`src/rtl/cs_arb_mux_5to1.sv`:
```
// Five-way packet-locked round-robin collector for one crossbar output port, with a
// single registered output stage. Define CS_ARB_LOCAL_PRIO_EN to give port L priority in IDLE.
module cs_arb_mux_5to1 #(
    parameter int unsigned DATA_W = 16
) (
    input  logic                clk_i,
    input  logic                rst_n_i,
    input  logic [5*DATA_W-1:0] data_i,
    input  logic [4:0]          valid_i,
    input  logic [4:0]          tail_i,
    output logic [4:0]          ready_o,
    output logic [DATA_W-1:0]   data_o,
    output logic                tail_o,
    output logic                valid_o,
    input  logic                ready_i,
    output logic [2:0]          sel_o,
    output logic                busy_o
);

    localparam logic [0:0] S_IDLE   = 1'b0;
    localparam logic [0:0] S_LOCKED = 1'b1;
    localparam logic [2:0] NO_SEL   = 3'b111;
    localparam logic [2:0] PORT_L   = 3'd4;

    logic [0:0]        r_state;
    logic [2:0]        r_grant;
    logic [2:0]        r_rr_ptr;
    logic [DATA_W-1:0] r_data;
    logic              r_tail;
    logic              r_valid;

    logic              w_can_acc;
    logic              w_found;
    logic [2:0]        w_winner;
    logic [4:0]        w_cand;
    logic [2:0]        w_port;
    logic              w_xfer;
    logic [DATA_W-1:0] w_in_data;
    logic              w_in_tail;

    assign w_can_acc = !r_valid || ready_i;

    // Cyclic scan starting one past the last winner.
    always_comb begin
        w_found  = 1'b0;
        w_winner = NO_SEL;
`ifdef CS_ARB_LOCAL_PRIO_EN
        w_cand   = {1'b0, valid_i[3:0]};
`else
        w_cand   = valid_i;
`endif
        for (int i = 1; i <= 5; i++) begin
            if (!w_found && w_cand[3'((int'(r_rr_ptr) + i) % 5)]) begin
                w_found  = 1'b1;
                w_winner = 3'((int'(r_rr_ptr) + i) % 5);
            end
        end
`ifdef CS_ARB_LOCAL_PRIO_EN
        if (valid_i[4]) begin
            w_found  = 1'b1;
            w_winner = PORT_L;
        end
`endif
    end

    always_comb begin
        ready_o   = '0;
        sel_o     = NO_SEL;
        w_port    = NO_SEL;
        w_in_data = '0;
        w_in_tail = 1'b0;
        w_xfer    = 1'b0;
        if (r_state == S_LOCKED) begin
            w_port = r_grant;
            sel_o  = r_grant;
        end else if (w_found) begin
            w_port = w_winner;
            sel_o  = w_winner;
        end
        for (int k = 0; k < 5; k++) begin
            if (w_port == 3'(k)) begin
                ready_o[k] = w_can_acc;
                w_in_data  = data_i[k*DATA_W +: DATA_W];
                w_in_tail  = tail_i[k];
                w_xfer     = w_can_acc && valid_i[k];
            end
        end
    end

    always_ff @(posedge clk_i) begin
        if (!rst_n_i) begin
            r_state  <= S_IDLE;
            r_grant  <= NO_SEL;
            r_rr_ptr <= PORT_L;
            r_data   <= '0;
            r_tail   <= 1'b0;
            r_valid  <= 1'b0;
        end else begin
            if (w_xfer) begin
                r_data  <= w_in_data;
                r_tail  <= w_in_tail;
                r_valid <= 1'b1;
            end else if (ready_i) begin
                r_valid <= 1'b0;
            end

            if (w_xfer) begin
                if (r_state == S_IDLE) begin
`ifdef CS_ARB_LOCAL_PRIO_EN
                    if (w_port != PORT_L) begin
                        r_rr_ptr <= w_port;
                    end
`else
                    r_rr_ptr <= w_port;
`endif
                    if (!w_in_tail) begin
                        r_state <= S_LOCKED;
                        r_grant <= w_port;
                    end
                end else if (w_in_tail) begin
                    r_state <= S_IDLE;
                    r_grant <= NO_SEL;
                end
            end
        end
    end

    assign data_o  = r_data;
    assign tail_o  = r_tail;
    assign valid_o = r_valid;
    assign busy_o  = (r_state == S_LOCKED);

endmodule

```
`config.mk`:
```
export PLATFORM = sky130hd
export DESIGN_NAME = cs_arb_mux_5to1
export DESIGN_NICKNAME = d
export VERILOG_FILES = /design/src/rtl/cs_arb_mux_5to1.sv
export SDC_FILE = /design/constraint.sdc
export NUM_CORES = 1
export LEC_CHECK = 0
export ABC_AREA = 1
export CELL_PAD_IN_SITES_DETAIL_PLACEMENT = 0
export CELL_PAD_IN_SITES_GLOBAL_PLACEMENT = 1
export CORE_MARGIN = 10
export CORE_UTILIZATION = 45
export CTS_BUF_LIST = sky130_fd_sc_hd__clkbuf_8
export DETAILED_ROUTE_END_ITERATION = 8
export DONT_BUFFER_PORTS = 1
export GPL_ROUTABILITY_DRIVEN = 0
export GPL_TIMING_DRIVEN = 0
export PLACE_DENSITY = 0.83
export SYNTH_ARGS = -nofsm -noshare
export SYNTH_HDL_FRONTEND = slang
export SYNTH_SLANG_ARGS = --single-unit
```
`constraint.sdc`:
```
create_clock -name clk_i -period 8.5 [get_ports clk_i]
set_input_delay 0.85 -clock clk_i [delete_from_list [all_inputs] [get_ports clk_i]]
set_output_delay 0.85 -clock clk_i [all_outputs]
set_load 0.005 [all_outputs]
```
==> results.toml, run 1 <==
[clock_network]
hold_fix_buffers_at_cts = 0
cts_inserted_buffers = 3
clkSinkCount = 25
clock_tree_from_tritoncts = "yes"
clkLatencyLatePin_ns = 0.27
cts-htree-levels = 1
cts.repair_timing.setup_buffer_count = 0
cts_buffer_depth = 2
clk_pin_slew_worst_paths_ns = 0.09
post_cts_resize_count = 0
ctsRootBufferMaster = "clkbuf_8"

[synth]
yosys.area.top_type_share = 0.197
synth.ff_latch_count = 25
synth_compound_area_frac = 0.119
synth_cell_types = 40
post_synth_and_or_nand_nor_area_fraction = 0.513
synthesis.instances = 550
synth-main-ff-cell = "dfxtp_1"
mean_post_synth_cell_area_um2 = 5.93
synthDominantAreaCellType = "nand2_1"
post_synth_instance_area_um2 = 3260
synth_edf_count = 0
asr_flop_ratio_synth = 0
post_synth_mux_area_share = 0
synthesis.nets = 670
yosys.area_share.xor_xnor = 0.0107
yosys_warnings = 0
combinational_family_with_the_most_area_after_synthesis = "simple AND/OR/NAND/NOR gates"
seq_area_frac_synth = 0.154
synth_commonest_cells = "nand2_1, nand3_1, nor2_1, inv_1, ha_1"
netlist_top_cells_area = "nand2_1, dfxtp_1, nand3_1"
yosysMostFrequentCell = "nand2_1"
yosys.area_share.adder = 0.106

[worst_setup_path]
setup.worst_path.start_class = "flop"
timing.critical_path.required_ns = 7.65
worstSetupPathType = "flop to output pin"
crit_end_element = "output pin"
timing.critical_path.fanout_max = 11
cp.arrival_ns = 4.86

[status]
result_of_the_run = "finished clean"

[timing]
maxSlewHeadroom = 0.500
setup_total_neg_slack_ns = 0
worst_pin_slew_ns = 0.748
slew_viol_final = 0
final_setup_violation_count = 0
rsz0062_at_grt = "no"
finalClockSkew_ns = 0.00398
finalHoldWorstSlack_ns = 0.467
finalHoldViolations = 0
fin_crit_sh = 0.671
fmax_ghz = 0.175
finalCriticalPeriod_ns = 5.71

[global_routing]
maximum_number_of_pins_on_one_net_before_global_route_repair = 14
grt_pass1_wl_um = 16600
grt_pass1_vias = 3305
antenna_found_initial = 0
gr-total-overflow = 0
grtUsageTotal = 0.176

[route]
detailedRoute.firstPassIterationCount = 6
num_vias = 3469
viasPerCell = 5.34
drt-total-wl_um = 10100
drt-wirelength-per-cell_um = 15.6
ant_nets = 0
first_iter_violations = 170
route.detailed.drc = 0

[place]
dpl-instance-area_um2 = 3380
hpwlAfterDp_um = 8530
io_buffer_count = 0

[floorplanning]
top_level_ports = 120
design.core.area_um2 = 6910
floorplan.rows = 30
start_util = 0.472
die_area_um2 = 11000
die_height_um = 105
fp.dieW_um = 105

[min_path]
hold_path_class = "flop to flop"

[run]
drv_cap = 0

[cells_and_area]
layout-drive-gt1-share = 0.121
layout-area-overhead-vs-synth_pct = 5.07
fillCellCount = 782
insertedDiodeCount = 0
nNetsFinal = 675
layout.cell_area.non_filler_um2 = 3420
layout.core_utilization = 0.496
-- area by class of cell --
| class | instances | area (um^2) | share of cell area |
|---|---|---|---|
| multi-input combinational | 451 | 2440 | 0.713 |
| clock buffer | 3 | 41.3 | 0.0121 |
| sequential | 25 | 500 | 0.146 |
| clock inverter | 1 | 3.75 | 0.00110 |
| tap | 96 | 120 | 0.0351 |
| buffer | 15 | 93.8 | 0.0274 |
| inverter | 59 | 224 | 0.0654 |
-- flip-flops by register name, indices dropped and copies added, names as in the netlist --
signal    cells
data_o       16
r_rr_ptr      3
valid_o       1
busy_o        1
tail_o        1
r_grant       3
-- worst max-delay path: stages (launching register included) --
cell	delay, ns
dfxtp_1	0.58
clkinv_1	0.44
ha_1	0.46
buf_2	0.19
nand2_1	0.10
inv_1	0.05
a21oi_1	0.26
ha_1	0.22
inv_1	0.06
or2_2	0.28
nand3_2	0.09
nand2_2	0.06
o21ai_0	0.23
inv_1	0.12
nand3_1	0.08
nand2_1	0.08
nand2_1	0.11
o21ai_4	0.10
nor2_8	0.16
nand3_1	0.08
nand3_1	0.11
nand2_2	0.09
nand2_4	0.12
nand3_1	0.26
nor2_1	0.27
-- cells in the final DEF, fill, tap and decap left out, types with 3 or more instances in the layout --
cell type / instances
a21oi_1: 20
a31oi_1: 3
buf_2: 6
clkbuf_1: 4
clkbuf_8: 3
dfxtp_1: 25
ha_1: 26
inv_1: 50
inv_2: 8
nand2_1: 171
nand2_2: 17
nand2_4: 6
nand3_1: 72
nand3_2: 6
nand3_4: 3
nand3b_1: 3
nand4_1: 14
nor2_1: 50
nor2_2: 4
o211ai_1: 6
o21ai_0: 23
o21ai_1: 6
or2_2: 4
xor2_1: 4
-- path summary, 6_finish.rpt --
kind	to	cells after the start	slack (ns)	startpoint
max	ready_o[2]	24	2.79	r_rr_ptr[0]
min reg2reg	r_grant[0]	2	0.47	r_grant[0]
min	r_grant[0]	2	0.47	r_grant[0]
max reg2reg	data_o[10]	30	3.09	r_rr_ptr[0]
-- stage by stage --
| stage | setup slack, ns | cells |
|---|---|---|
| finish | 2.79 | 650 |
| global route | 2.32 | 650 |
| CTS | 2.77 | 650 |
| detailed placement | 3.08 | 646 |
| global placement | 3.09 | 646 |
| floorplan | 3.97 | 550 |
-- metal layers --
metal / vias to the layer above / track usage / share of wire
met1: 1564 / 0.227 / 0.46
met3: 7 / 0.0485 / 0.068
met5: - / 0 / 0
met2: 99 / 0.293 / 0.47
met4: 0 / 0.0216 / 0.0056
li1: 1799 / - / -
-- logic make-up (layout without fill, tap and decap cells) --
group / count (synthesis) / count (layout)
xor gates and xnor gates: 4 / 4
adders and majority gates: 27 / 27
DFF: 25 / 25
and+or+nand+nor: 353 / 353
AOI/OAI and AO/OA: 67 / 67
buffers and inverters: 74 / 78
Power of run 1 is left out: the tool's default activity adds up to more than one toggle a clock period on the data nets, which glitch-free logic cannot reach.
==> run 2, diff against run 1 <==
--- a/config.mk
+++ b/config.mk
@@ -9,13 +9,13 @@
 export CELL_PAD_IN_SITES_DETAIL_PLACEMENT = 0
 export CELL_PAD_IN_SITES_GLOBAL_PLACEMENT = 1
 export CORE_MARGIN = 10
-export CORE_UTILIZATION = 45
+export CORE_UTILIZATION = 44
 export CTS_BUF_LIST = sky130_fd_sc_hd__clkbuf_8
 export DETAILED_ROUTE_END_ITERATION = 8
 export DONT_BUFFER_PORTS = 1
 export GPL_ROUTABILITY_DRIVEN = 0
 export GPL_TIMING_DRIVEN = 0
-export PLACE_DENSITY = 0.83
+export PLACE_DENSITY = 0.82
 export SYNTH_ARGS = -nofsm -noshare
 export SYNTH_HDL_FRONTEND = slang
 export SYNTH_SLANG_ARGS = --single-unit
==> constraint.sdc (replaced) <==
create_clock -name clk_i -period 5.4 [get_ports clk_i]
set_input_delay 0.54 -clock clk_i [delete_from_list [all_inputs] [get_ports clk_i]]
set_output_delay 0.54 -clock clk_i [all_outputs]
set_load 0.005 [all_outputs]
==> results.toml, run 2 (synthesized netlist as in run 1, its figures left out) <==
[timing]
slew_viol_final = 0
fmax_ghz = 0.202
worst_pin_slew_ns = 0.868
fin_crit_sh = 0.917
final_setup_violation_count = 0
finalCriticalPeriod_ns = 4.95
rsz0062_at_grt = "no"
finalClockSkew_ns = 0.00301
maxSlewHeadroom = 0.419
finalHoldViolations = 0

[cells_and_area]
layout-drive-gt1-share = 0.138
fillCellCount = 820
layout_commonest_cell = "nand2_1"
final_std_cells_w_o_fill = 656
most_used_cells_in_the_layout_excluding_fill_and_tap_cells = "nand2_1, nand3_1, nor2_1"
nNetsFinal = 678
layout-area-overhead-vs-synth_pct = 6.45
insertedDiodeCount = 0
largest_register_ffs = 16
layout.core_utilization = 0.481

[global_routing]
gr-total-overflow = 0
grt_pass1_wl_um = 17400
grtUsageTotal = 0.182
maximum_number_of_pins_on_one_net_before_global_route_repair = 17
grt_pass1_vias = 3571
antenna_found_initial = 0

[clock_network]
clkSinkCount = 25
cts-htree-levels = 1
ctsRootBufferMaster = "clkbuf_8"
cts_buffer_depth = 2
hold_fix_buffers_at_cts = 0
clk_pin_slew_worst_paths_ns = 0.10
cts_inserted_buffers = 3
clkLatencyLatePin_ns = 0.27
clock_tree_from_tritoncts = "yes"

[route]
num_vias = 3510
viasPerCell = 5.35
ant_nets = 0
first_iter_violations = 113
detailedRoute.firstPassIterationCount = 4
drt-wirelength-per-cell_um = 15.8
route.detailed.drc = 0
drt-total-wl_um = 10400

[worst_setup_path]
critPathMostFrequentCell = "nand2_1"
critical_path_buf_inv_count = 3
critical-path-top-delay-family = "simple AND/OR/NAND/NOR gates"
cpPeakStageDelay_ns = 0.44
worstSetupPathType = "flop to output pin"
cpMaxStageDelayCell = "dfxtp_2"
crit_end_element = "output pin"
setup.worst_path.start_class = "flop"
timing.critical_path.fanout_max = 7
cp.arrival_ns = 4.41
cp_num_cells = 27
reg2reg_depth = 34
timing.critical_path.required_ns = 4.86

[min_path]
whs_path_depth = 2
hold_path_class = "input port to flop"

[floorplanning]
design.core.area_um2 = 7210
top_level_ports = 120
start_util = 0.452
die_height_um = 106
die_area_um2 = 11200
fp.dieW_um = 106
floorplan.rows = 31

[place]
numPlacedInstances = 649
hpwlAfterDp_um = 8840
io_buffer_count = 0

[status]
result_of_the_run = "finished clean"

[run]
drv_cap = 0
## run 2: layout make-up
type | count | area (um^2) | area share
Buffer | 15 | 93.8 | 0.0270
Clock buffer | 3 | 41.3 | 0.0119
Clock inverter | 1 | 8.76 | 0.00252
Inverter | 59 | 229 | 0.0660
Multi-Input combinational cell | 451 | 2450 | 0.705
Sequential cell | 25 | 504 | 0.145
Tap cell | 99 | 124 | 0.0357
Timing Repair Buffer | 3 | 22.5 | 0.00649
## run 2: worst paths after layout
path | start | to | slack, ns
setup reg to reg | r_rr_ptr[1] | r_grant[0] | 0.52
hold / removal | rst_n_i | r_rr_ptr[0] | 0.37
setup / recovery | r_rr_ptr[1] | ready_o[3] | 0.45
hold reg to reg | r_grant[2] | r_grant[2] | 0.46
## run 2: repair_timing
action | in CTS | in global routing
buffers inserted | 0 | 3
setup endpoints to repair | 3 | 30
gates resized for setup | 1 | 6
endpoints found under the hold margin | 0 | 0
## run 2: layer usage
| metal | vias up | share of wire | track usage |
|---|---|---|---|
| met4 | 0 | 0.011 | 0.0435 |
| li1 | 1812 | - | - |
| met2 | 116 | 0.50 | 0.333 |
| met3 | 9 | 0.092 | 0.0586 |
| met1 | 1573 | 0.40 | 0.197 |
| met5 | - | 0 | 0 |
## run 2: per-stage QoR
| stage | hold WS (ns) | worst slack, ns | instance area [um^2] | TNS, ns |
|---|---|---|---|---|
| after floorplan | 0.421 | 1.09 | 3260 | 0 |
| after global placement | 0.441 | 0.0923 | 3380 | 0 |
| after detailed placement | 0.446 | -0.0124 | 3380 | -0.0124 |
| after CTS | 0.372 | 0.155 | 3430 | 0 |
| after global routing | 0.367 | 0.0101 | 3470 | 0 |
| final | 0.369 | 0.446 | 3470 | 0 |
Power of run 2 is left out for the same reason.
